## src/rtl/parity_pkg.sv

```systemverilog
`default_nettype none
// ============================================================================
//  Module      : parity_pkg
//  Description : Shared types and parity helper for the parity frame receiver
//                and the downstream parity checker.
//  Revision    : 1.0 - initial release
// ============================================================================
package parity_pkg;

    localparam int DEF_DATA_W = 3;

    typedef enum logic [1:0] {
        IDLE = 2'd0,
        DATA = 2'd1,
        PAR  = 2'd2,
        STOP = 2'd3
    } rx_state_t;

    // Returns 1 when the zero-extended word violates the selected parity sense.
    function automatic logic par_of(input logic [31:0] data, input logic odd);
        return (^data) ^ odd;
    endfunction

endpackage
`default_nettype wire

```

## src/rtl/parity_frame_rx_if.sv

```systemverilog
`default_nettype none
// ============================================================================
//  Module      : parity_frame_rx_if
//  Description : Serial input and valid/ready word output of the receiver.
//                err_cnt exists only with PARITY_FRAME_RX_ERRCNT_EN defined.
//  Revision    : 1.0 - initial release
// ============================================================================
interface parity_frame_rx_if #(
    parameter int DATA_W = parity_pkg::DEF_DATA_W
);
    logic              ser_in;
    logic              ser_en;
    logic [DATA_W:0]   frame_out;
    logic              out_valid;
    logic              out_ready;
    logic              par_err;
    logic              frm_err;
    logic              overrun;
    logic              busy;
`ifdef PARITY_FRAME_RX_ERRCNT_EN
    logic [7:0]        err_cnt;
`endif

    modport master (
        output ser_in, ser_en, out_ready,
        input  frame_out, out_valid, par_err, frm_err, overrun, busy
`ifdef PARITY_FRAME_RX_ERRCNT_EN
        , input err_cnt
`endif
    );

    modport slave (
        input  ser_in, ser_en, out_ready,
        output frame_out, out_valid, par_err, frm_err, overrun, busy
`ifdef PARITY_FRAME_RX_ERRCNT_EN
        , output err_cnt
`endif
    );

endinterface
`default_nettype wire

```

## src/rtl/parity_out_reg.sv

```systemverilog
`default_nettype none
// ============================================================================
//  Module      : parity_out_reg
//  Description : Single-entry valid/ready holding register; a load that finds
//                the entry full and not draining is dropped and flagged.
//  Revision    : 1.0 - initial release
// ============================================================================
module parity_out_reg #(
    parameter int WORD_W = 4
) (
    input  wire logic              clk,
    input  wire logic              rst_n,
    input  wire logic              i_load,
    input  wire logic [WORD_W-1:0] i_word,
    input  wire logic              i_par_err,
    input  wire logic              i_frm_err,
    input  wire logic              i_ready,
    output logic      [WORD_W-1:0] o_word,
    output logic                   o_valid,
    output logic                   o_par_err,
    output logic                   o_frm_err,
    output logic                   o_overrun
);

    logic              r_valid;
    logic [WORD_W-1:0] r_word;
    logic              r_par_err;
    logic              r_frm_err;
    logic              r_overrun;
    logic              w_space;

    // Space exists when empty or when the held word leaves this same cycle.
    assign w_space = !r_valid || i_ready;

    always_ff @(posedge clk or negedge rst_n) begin
        if (!rst_n) begin
            r_valid   <= 1'b0;
            r_word    <= '0;
            r_par_err <= 1'b0;
            r_frm_err <= 1'b0;
            r_overrun <= 1'b0;
        end else begin
            r_overrun <= i_load && !w_space;
            if (i_load && w_space) begin
                r_valid   <= 1'b1;
                r_word    <= i_word;
                r_par_err <= i_par_err;
                r_frm_err <= i_frm_err;
            end else if (r_valid && i_ready) begin
                r_valid   <= 1'b0;
            end
        end
    end

    assign o_word    = r_word;
    assign o_valid   = r_valid;
    assign o_par_err = r_par_err;
    assign o_frm_err = r_frm_err;
    assign o_overrun = r_overrun;

endmodule
`default_nettype wire

```

## src/rtl/parity_frame_rx.sv

```systemverilog
`default_nettype none
// ============================================================================
//  Module      : parity_frame_rx
//  Description : Deserialises start/data/parity/stop frames into {parity,data}
//                with error flags. Optional macro PARITY_FRAME_RX_ERRCNT_EN
//                adds a saturating error-frame counter (err_cnt).
//  Revision    : 1.0 - initial release
// ============================================================================
module parity_frame_rx
    import parity_pkg::*;
#(
    parameter int DATA_W     = DEF_DATA_W,
    parameter bit PARITY_ODD = 1'b0
) (
    input  wire logic        clk,
    input  wire logic        rst_n,
    parity_frame_rx_if.slave bus
);

    localparam int               CNT_W  = (DATA_W > 1) ? $clog2(DATA_W) : 1;
    localparam logic [CNT_W-1:0] c_LAST = CNT_W'(DATA_W - 1);

    rx_state_t         r_state, w_state_nxt;
    logic [CNT_W-1:0]  r_cnt, w_cnt_nxt;
    logic [DATA_W-1:0] r_shift, w_shift_nxt;
    logic              r_par, w_par_nxt;
    logic              w_done;
    logic              w_par_err;
    logic              w_frm_err;

    always_ff @(posedge clk or negedge rst_n) begin
        if (!rst_n) begin
            r_state <= IDLE;
            r_cnt   <= '0;
            r_shift <= '0;
            r_par   <= 1'b0;
        end else begin
            r_state <= w_state_nxt;
            r_cnt   <= w_cnt_nxt;
            r_shift <= w_shift_nxt;
            r_par   <= w_par_nxt;
        end
    end

    always_comb begin
        w_state_nxt = r_state;
        w_cnt_nxt   = r_cnt;
        w_shift_nxt = r_shift;
        w_par_nxt   = r_par;
        w_done      = 1'b0;
        if (bus.ser_en) begin
            case (r_state)
                IDLE: begin
                    if (!bus.ser_in) begin
                        w_state_nxt = DATA;
                        w_cnt_nxt   = '0;
                    end
                end
                DATA: begin
                    w_shift_nxt[r_cnt] = bus.ser_in;
                    if (r_cnt == c_LAST) begin
                        w_state_nxt = PAR;
                    end else begin
                        w_cnt_nxt = r_cnt + 1'b1;
                    end
                end
                PAR: begin
                    w_par_nxt   = bus.ser_in;
                    w_state_nxt = STOP;
                end
                STOP: begin
                    w_done      = 1'b1;
                    w_state_nxt = IDLE;
                end
                default: w_state_nxt = IDLE;
            endcase
        end
    end

    // Flags are evaluated on the STOP strobe, where the stop bit is ser_in itself.
    assign w_par_err = par_of(32'({r_par, r_shift}), PARITY_ODD);
    assign w_frm_err = !bus.ser_in;
    assign bus.busy  = (r_state != IDLE);

    parity_out_reg #(
        .WORD_W (DATA_W + 1)
    ) u_out_reg (
        .clk       (clk),
        .rst_n     (rst_n),
        .i_load    (w_done),
        .i_word    ({r_par, r_shift}),
        .i_par_err (w_par_err),
        .i_frm_err (w_frm_err),
        .i_ready   (bus.out_ready),
        .o_word    (bus.frame_out),
        .o_valid   (bus.out_valid),
        .o_par_err (bus.par_err),
        .o_frm_err (bus.frm_err),
        .o_overrun (bus.overrun)
    );

`ifdef PARITY_FRAME_RX_ERRCNT_EN
    logic [7:0] r_err_cnt;

    // Counts every errored frame at completion, whether held or dropped.
    always_ff @(posedge clk or negedge rst_n) begin
        if (!rst_n) begin
            r_err_cnt <= 8'd0;
        end else if (w_done && (w_par_err || w_frm_err) && (r_err_cnt != 8'hFF)) begin
            r_err_cnt <= r_err_cnt + 8'd1;
        end
    end

    assign bus.err_cnt = r_err_cnt;
`endif

endmodule
`default_nettype wire

```

## src/flat_wrapper.sv

```systemverilog
// flat-port wrapper written by rule: the top's interface ports become plain ports
module parity_frame_rx_flat import parity_pkg::*;
#(
    parameter int DATA_W     = DEF_DATA_W,
    parameter bit PARITY_ODD = 1'b0
)
  (clk, rst_n, bus_ser_in, bus_ser_en, bus_out_ready, bus_frame_out, bus_out_valid, bus_par_err, bus_frm_err, bus_overrun, bus_busy);
  parity_frame_rx_if #(.DATA_W(DATA_W)) bus_i ();
  input  wire logic clk;
  input  wire logic rst_n;
  input wire logic [$bits(bus_i.ser_in)-1:0] bus_ser_in;
  input wire logic [$bits(bus_i.ser_en)-1:0] bus_ser_en;
  input wire logic [$bits(bus_i.out_ready)-1:0] bus_out_ready;
  output wire logic [$bits(bus_i.frame_out)-1:0] bus_frame_out;
  output wire logic [$bits(bus_i.out_valid)-1:0] bus_out_valid;
  output wire logic [$bits(bus_i.par_err)-1:0] bus_par_err;
  output wire logic [$bits(bus_i.frm_err)-1:0] bus_frm_err;
  output wire logic [$bits(bus_i.overrun)-1:0] bus_overrun;
  output wire logic [$bits(bus_i.busy)-1:0] bus_busy;
  assign bus_i.ser_in = bus_ser_in;
  assign bus_i.ser_en = bus_ser_en;
  assign bus_i.out_ready = bus_out_ready;
  assign bus_frame_out = bus_i.frame_out;
  assign bus_out_valid = bus_i.out_valid;
  assign bus_par_err = bus_i.par_err;
  assign bus_frm_err = bus_i.frm_err;
  assign bus_overrun = bus_i.overrun;
  assign bus_busy = bus_i.busy;
  parity_frame_rx #(.DATA_W(DATA_W), .PARITY_ODD(PARITY_ODD)) u_core (.clk(clk), .rst_n(rst_n), .bus(bus_i));
endmodule
```

## config.mk

```make
export PLATFORM = sky130hd
export DESIGN_NAME = parity_frame_rx_flat
export DESIGN_NICKNAME = d
export VERILOG_FILES = /design/src/rtl/parity_pkg.sv /design/src/rtl/parity_frame_rx_if.sv /design/src/rtl/parity_out_reg.sv /design/src/rtl/parity_frame_rx.sv /design/src/flat_wrapper.sv
export SDC_FILE = /design/constraint.sdc
export NUM_CORES = 1
export LEC_CHECK = 0
export BUFFER_PORTS_ARGS = -buffer_cell sky130_fd_sc_hd__clkbuf_2
export CAP_MARGIN = 20
export CORE_UTILIZATION = 53
export DETAILED_ROUTE_END_ITERATION = 16
export HOLD_SLACK_MARGIN = 0.12
export PLACE_DENSITY_LB_ADDON = 0.12
export RECOVER_POWER = 100
export SKIP_LAST_GASP = 1
export SLEW_MARGIN = 20
export SYNTH_ARGS = -nofsm -noshare
export SYNTH_HDL_FRONTEND = slang
export SYNTH_SLANG_ARGS = --single-unit
```

## constraint.sdc

```tcl
create_clock -name clk -period 1.81 [get_ports clk]
set_clock_uncertainty 0.2 [all_clocks]
set_input_delay 0.181 -clock clk [delete_from_list [all_inputs] [get_ports clk]]
set_output_delay 0.181 -clock clk [all_outputs]
set_load 0.01 [all_outputs]
```

==> results.json, run 1 <==
{
  "hold_path_end": "u_core.u_out_reg.o_par_err$_DFFE_PN0P_",
  "dr.pass1.iters": 4,
  "post-dp-hpwl_um": 871,
  "ant_nets": 0,
  "drt_iter0_markers": 5,
  "port_buffers": 13,
  "htree_levels": 1,
  "clkTransAtPathRegs_ns": 0.09,
  "synth_compound_area_share_pct": 3.28,
  "synth_xor_area_share_pct": 3.13,
  "cts_tree": "done",
  "synth_top_family_by_area": "multiplexers",
  "start_kind": "register",
  "io_pins": 14,
  "cp_max_fo": 4,
  "outcome": "completed",
  "cp_top_family": "buffers and inverters",
  "rsz0062_at_grt": "false",
  "mostFrequentLayoutCell": "dfrtp_1",
  "yosysTopAreaCell": "dfrtp_1",
  "die-area_um2": 1750,
  "yosysWarnings": 0,
  "rr_worst_depth": 4,
  "synth.distinct_cells": 17,
  "path_cells": "ha_1 -> nand2_1 -> nor2_1 -> dlygate4sd3_1",
  "maxSlewViolCount": 0,
  "required_ns": 1.78,
  "viasPerCell": 4.77,
  "gp_congestion": 0.691,
  "hold_violations": 0,
  "cp_slowest_stage_delay_ns": 0.55,
  "synthAdderAreaFrac_pct": 11.9,
  "power.density_nw_per_um2": 1570,
  "ys_ff_latch": 16,
  "path_buf_inv": 1,
  "finalCritPeriodShare_pct": 93.7,
  "crit_start": "u_core.r_state[0]$_DFFE_PN0P_",
  "mostFrequentLayoutCells": "16 x dfrtp_1, 10 x clkbuf_1, 8 x ha_1, 7 x inv_1",
  "clock_power_share_pct": 15.4,
  "combPwrFrac_pct": 42.9,
  "crit_arrival_ns": 1.67,
  "synth_cells": 65,
  "r2r-end": "u_core.u_out_reg.o_overrun$_DFF_PN0_",
  "syn-num-nets": 78,
  "cts_buffers": 3,
  "critPathSlowestCell": "dlygate4sd3_1",
  "n_antenna_cell": 0,
  "cts_root_buf": "clkbuf_4",
  "drt_wl_total_um": 1190,
  "area_growth_pct": 14.9,
  "drc_errors": 0,
  "leakage_nw": 0.473,
  "initial_core_util_pct": 56.4,
  "num_vias": 487,
  "total_power_mw": 1.51,
  "chipHeight_um": 41.8,
  "relSlewSlack_pct": 43.3,
  "synth-simple-area-share_pct": 8.64,
  "clockBufferDepth": 2,
  "r2r-start": "u_core.r_state[0]$_DFFE_PN0P_",
  "grt_pass1_wl_um": 2110,
  "p_sw_share_pct": 36.6,
  "yosys-top-cells-area": "dfrtp_1 48%, ha_1 12%, mux2_4 11%, mux2_2 5.4%, mux2i_1 4.8%",
  "finalNetCount": 100,
  "grt_use_total_pct": 16.1,
  "grt_pass1_vias": 512,
  "intPower_mw": 0.959,
  "synth_top_area_share_pct": 47.7,
  "worst_hold_path_type": "register to register",
  "tns_ns": 0,
  "ir_worst_vdd_mv": 0.926,
  "syn-cell-area_um2": 840,
  "die_x_um": 41.8,
  "wl_per_cell_um": 11.6,
  "antenna_found_initial": 0,
  "overflow": 0,
  "max_freq_mhz": 590,
  "yosysSeqAreaShare_pct": 47.7,
  "setup_violations": 0,
  "crit_type": "register to register",
  "p_switching_mw": 0.554,
  "ff2ff_setup_slack_ns": 0.11,
  "layout-drive-gt1-share_pct": 17.4,
  "core_um2": 1490,
  "syn_avg_cell_area_um2": 12.9,
  "period_needed_ns": 1.70,
  "end_kind": "register",
  "clock_insertion_delay_worst_skew_ns": 0.28,
  "hp-start": "u_core.u_out_reg.o_par_err$_DFFE_PN0P_",
  "clock_sinks": 16,
  "synthMuxAreaShare_pct": 20.9,
  "hold_depth": 1,
  "cts_setup_buffers": 0,
  "seqPwrFrac_pct": 41.7,
  "drv_cap": 0,
  "grt_max_degree": 17,
  "max_slew.worst_pin.slew_ns": 0.851,
  "row_count": 14
}
[worst max-delay path by stage]
stage | to | slack (ns) | depth (start not counted)
4_1_cts | u_core.u_out_reg.o_overrun$_DFF_PN0_ | 0.12 | 4
3_3_place_gp | u_core.r_state[1]$_DFFE_PN0P_ | 0.24 | 5
3_5_place_dp | u_core.r_state[1]$_DFFE_PN0P_ | 0.20 | 5
2_1_floorplan | u_core.r_state[1]$_DFFE_PN0P_ | 0.28 | 5
5_1_grt | u_core.u_out_reg.o_overrun$_DFF_PN0_ | 0.04 | 4
6_report | u_core.u_out_reg.o_overrun$_DFF_PN0_ | 0.11 | 4
[flip-flops by register name (all words and copies together), names as in the netlist]
signal,flops
u_core.u_out_reg.o_valid,1
u_core.r_state,2
u_core.u_out_reg.o_word,4
u_core.u_out_reg.o_frm_err,1
u_core.u_out_reg.o_par_err,1
u_core.r_cnt,2
u_core.r_par,1
u_core.r_shift,3
u_core.u_out_reg.o_overrun,1
[metrics by stage]
step           util (%)  area, µm²  hold slack (ns)  cells  setup slack, ns
2_1_floorplan         -        840           -0.315     65            0.280
3_3_place_gp       61.3        913          -0.0761     93            0.242
3_5_place_dp       61.3        913          -0.0742     93            0.201
4_1_cts            67.1       1000            0.149    102            0.121
5_1_grt            64.8        965            0.315    102           0.0363
6_report           64.8        965            0.293    102            0.114
[metal layers]
layer / global-route usage (%) / vias to the layer above / routed length [µm]
met5: 0 / - / 0
li1: - / 255 / -
met3: 2.61 / 0 / 43
met1: 20.7 / 224 / 596
met2: 26.3 / 8 / 546
met4: 7.74 / 0 / 0
[logic make-up after synthesis]
| kind of cell | Yosys count |
|---|---|
| and+or+nand+nor | 13 |
| muxes | 14 |
| DFF | 16 |
| buffers and inverters | 8 |
| xor gates and xnor gates | 3 |
| adders and majority gates | 8 |
| AOI/OAI and AO/OA | 3 |
[cell usage after synthesis]
cell,number
mux2i_1,4
buf_6,1
nand2b_4,1
nor2_1,2
mux2_2,4
nor2b_4,1
xnor2_1,2
xor2_1,1
dfrtp_1,16
o211ai_1,1
nand3_1,3
o21ai_2,1
a21boi_2,1
mux2_4,6
ha_1,8
inv_1,7
nand2_1,6
[area by class of cell]
class | instances | area (µm²)
Fill cell | 116 | 524
Sequential cell | 16 | 400
Clock buffer | 4 | 36.3
Inverter | 7 | 26.3
Multi-Input combinational cell | 41 | 379
Tap cell | 16 | 20.0
Timing Repair Buffer | 18 | 103
[power by group through the flow]
stage / combinational, mW / sequential, mW / clock, mW
floorplan: 0.556 / 0.668 / 0
global placement: 0.743 / 0.644 / 0
CTS: 0.761 / 0.642 / 0.240
finish: 0.649 / 0.631 / 0.233
detailed placement: 0.754 / 0.649 / 0
global route: 0.733 / 0.657 / 0.258
[repair_timing]
action / in CTS / in global routing
gates resized for setup: 0 / 0
hold buffers: 5 / 0
endpoints found under the hold margin: 23 / 0
(Power assumes the default switching activity.)
==> run 2, diff against run 1 <==
--- a/config.mk
+++ b/config.mk
@@ -5,8 +5,10 @@
 export SDC_FILE = /design/constraint.sdc
 export NUM_CORES = 1
 export LEC_CHECK = 0
+export ABC_AREA = 1
 export BUFFER_PORTS_ARGS = -buffer_cell sky130_fd_sc_hd__clkbuf_2
 export CAP_MARGIN = 20
+export CORE_ASPECT_RATIO = 1.25
 export CORE_UTILIZATION = 53
 export DETAILED_ROUTE_END_ITERATION = 16
 export HOLD_SLACK_MARGIN = 0.12
==> results.json, run 2 <==
{
  "outcome": "completed",
  "worst_hold_path_type": "register to register",
  "required_ns": 1.78,
  "antenna_found_initial": 0,
  "initial_core_util_pct": 56.3,
  "period_needed_ns": 1.69,
  "setup_violations": 0,
  "cp_max_fo": 5,
  "hold_buffers": 5,
  "n_antenna_cell": 0,
  "die-area_um2": 1810,
  "crit_start": "u_core.r_state[0]$_DFFE_PN0P_",
  "finalCritPeriodShare_pct": 93.3,
  "tns_ns": 0,
  "synthArstFlopShare_pct": 100,
  "power.density_nw_per_um2": 1510,
  "htree_levels": 1,
  "synth-edff-count": 0,
  "routed.top_layer": "met4",
  "ff2ff_setup_slack_ns": 0.12,
  "ir_worst_vdd_mv": 0.841,
  "gp_congestion": 0.682,
  "leakage_nw": 0.524,
  "yosysSeqAreaShare_pct": 46.1,
  "largest_reg_flops": 4,
  "mostFrequentLayoutCells": "37 x nand2_1, 16 x dfrtp_1, 13 x inv_1, 9 x o21ai_0, 9 x clkbuf_1",
  "dr.pass1.iters": 4,
  "grt_pass1_wl_um": 2060,
  "relSlewSlack_pct": 43.2,
  "crit_type": "register to register",
  "overflow": 0,
  "grt_max_degree": 17,
  "mostFrequentLayoutCell": "nand2_1",
  "total_power_mw": 1.51,
  "layout-drive-gt1-share_pct": 9.02,
  "ant_nets": 0,
  "syn-num-nets": 114,
  "viasPerCell": 4.84,
  "synth_top_area_share_pct": 46.1,
  "yosysTopAreaCell": "dfrtp_1",
  "end_kind": "register",
  "cts_tree": "done",
  "wl_met3_um": 39,
  "clock_sinks": 16,
  "yosys-top-cells-area": "dfrtp_1 46%, nand2_1 16%, ha_1 12%, inv_1 5.2%, o21ai_2 5.0%",
  "wl_per_cell_um": 10.2,
  "wl_met1_um": 628,
  "num_vias": 677,
  "crit_arrival_ns": 1.66,
  "synthFlopType": "dfrtp_1",
  "row_count": 16,
  "synth_commonest_cells": "36 x nand2_1, 16 x dfrtp_1, 12 x inv_1, 8 x ha_1, 6 x nand3_1",
  "start_kind": "register",
  "post-dp-hpwl_um": 1110,
  "drc_errors": 0,
  "cts_root_buf": "clkbuf_4",
  "max_freq_mhz": 592,
  "r2r-start": "u_core.r_state[0]$_DFFE_PN0P_",
  "area_growth_pct": 15.0,
  "drt_iter0_markers": 8,
  "wl_met2_um": 750,
  "ys_ff_latch": 16,
  "clockBufferDepth": 2,
  "drt_wl_total_um": 1430,
  "drv_cap": 0,
  "die_x_um": 38.2,
  "io_pins": 14,
  "finalNetCount": 136,
  "grt_pass1_vias": 558,
  "synth_cells": 101,
  "seq_area_um2": 400,
  "clkTransAtPathRegs_ns": 0.09,
  "cts_buffers": 3,
  "rsz0062_at_grt": "false",
  "syn_avg_cell_area_um2": 8.60,
  "rr_worst_depth": 4,
  "max_slew.worst_pin.slew_ns": 0.852,
  "cts_setup_buffers": 0,
  "r2r-end": "u_core.u_out_reg.o_overrun$_DFF_PN0_",
  "chipHeight_um": 47.3,
  "port_buffers": 13,
  "syn-cell-area_um2": 868,
  "yosysMostFrequentCell": "nand2_1",
  "core_um2": 1540,
  "hold_violations": 0,
  "yosysWarnings": 0,
  "maxSlewViolCount": 0,
  "fillers": 136,
  "endpoint": "u_core.u_out_reg.o_overrun$_DFF_PN0_",
  "multi_input_area_um2": 387,
  "grt_use_total_pct": 16.8,
  "cts_resized": 0,
  "synth.distinct_cells": 18,
  "clock_insertion_delay_worst_skew_ns": 0.28
}
run 2: where the power goes:
part | leakage [nW] | total (mW) | internal (mW) | switching [mW]
Sequential | 0.207 | 0.623 | 0.505 | 0.118
Combinational | 0.297 | 0.650 | 0.256 | 0.395
Clock | 0.0210 | 0.234 | 0.122 | 0.112
run 2: how the worst min path moves through the flow:
stage | from | end | slack, ns | cells after the start
after floorplan | rst_n | u_core.r_cnt[0]$_DFFE_PN0P_ | -0.31 | 0
after global placement | rst_n | u_core.u_out_reg.o_word[0]$_DFFE_PN0P_ | -0.08 | 1
after detailed placement | rst_n | u_core.u_out_reg.o_word[1]$_DFFE_PN0P_ | -0.07 | 1
after CTS | rst_n | u_core.u_out_reg.o_word[2]$_DFFE_PN0P_ | 0.14 | 2
after global routing | u_core.u_out_reg.o_par_err$_DFFE_PN0P_ | u_core.u_out_reg.o_par_err$_DFFE_PN0P_ | 0.32 | 2
final | u_core.u_out_reg.o_par_err$_DFFE_PN0P_ | u_core.u_out_reg.o_par_err$_DFFE_PN0P_ | 0.29 | 2
run 2: stage by stage:
step,hold slack [ns],utilization [%],setup slack (ns),instance area (µm²),cells
after floorplan,-0.315,-,0.360,868,101
after global placement,-0.0804,61.3,0.255,945,131
after detailed placement,-0.0742,61.3,0.216,945,131
after CTS,0.144,66.9,0.120,1030,140
after global routing,0.324,64.8,0.0369,998,140
final,0.288,64.8,0.121,998,140
run 2: critical path: stages, from the launching register on:
cell           delay [ns]
dfrtp_1              0.45
ha_1                 0.22
nand2_1              0.11
nor2_1               0.06
dlygate4sd3_1        0.54
run 2: final cells by class:
type,instances,area share [%]
Timing Repair Buffer,18,10.4
Clock buffer,4,3.63
Multi-Input combinational cell,71,38.7
Tap cell,18,2.26
Inverter,13,4.89
Sequential cell,16,40.1
run 2: kinds of logic (layout without fill, tap and decap cells):
kind of cell | after synthesis | count (layout) | synth area share [%]
AOI/OAI and AO/OA | 14 | 14 | 12.4
adders and majority gates | 8 | 8 | 11.5
buffers and inverters | 14 | 35 | 6.92
DFF | 16 | 16 | 46.1
and+or+nand+nor | 49 | 49 | 23.1
run 2: metal layers:
layer  up-vias  global-route usage [%]
li1        356                       -
met1       310                    17.2
met2         9                    31.2
met3         2                    2.84
met4         0                    10.7
met5         -                       0
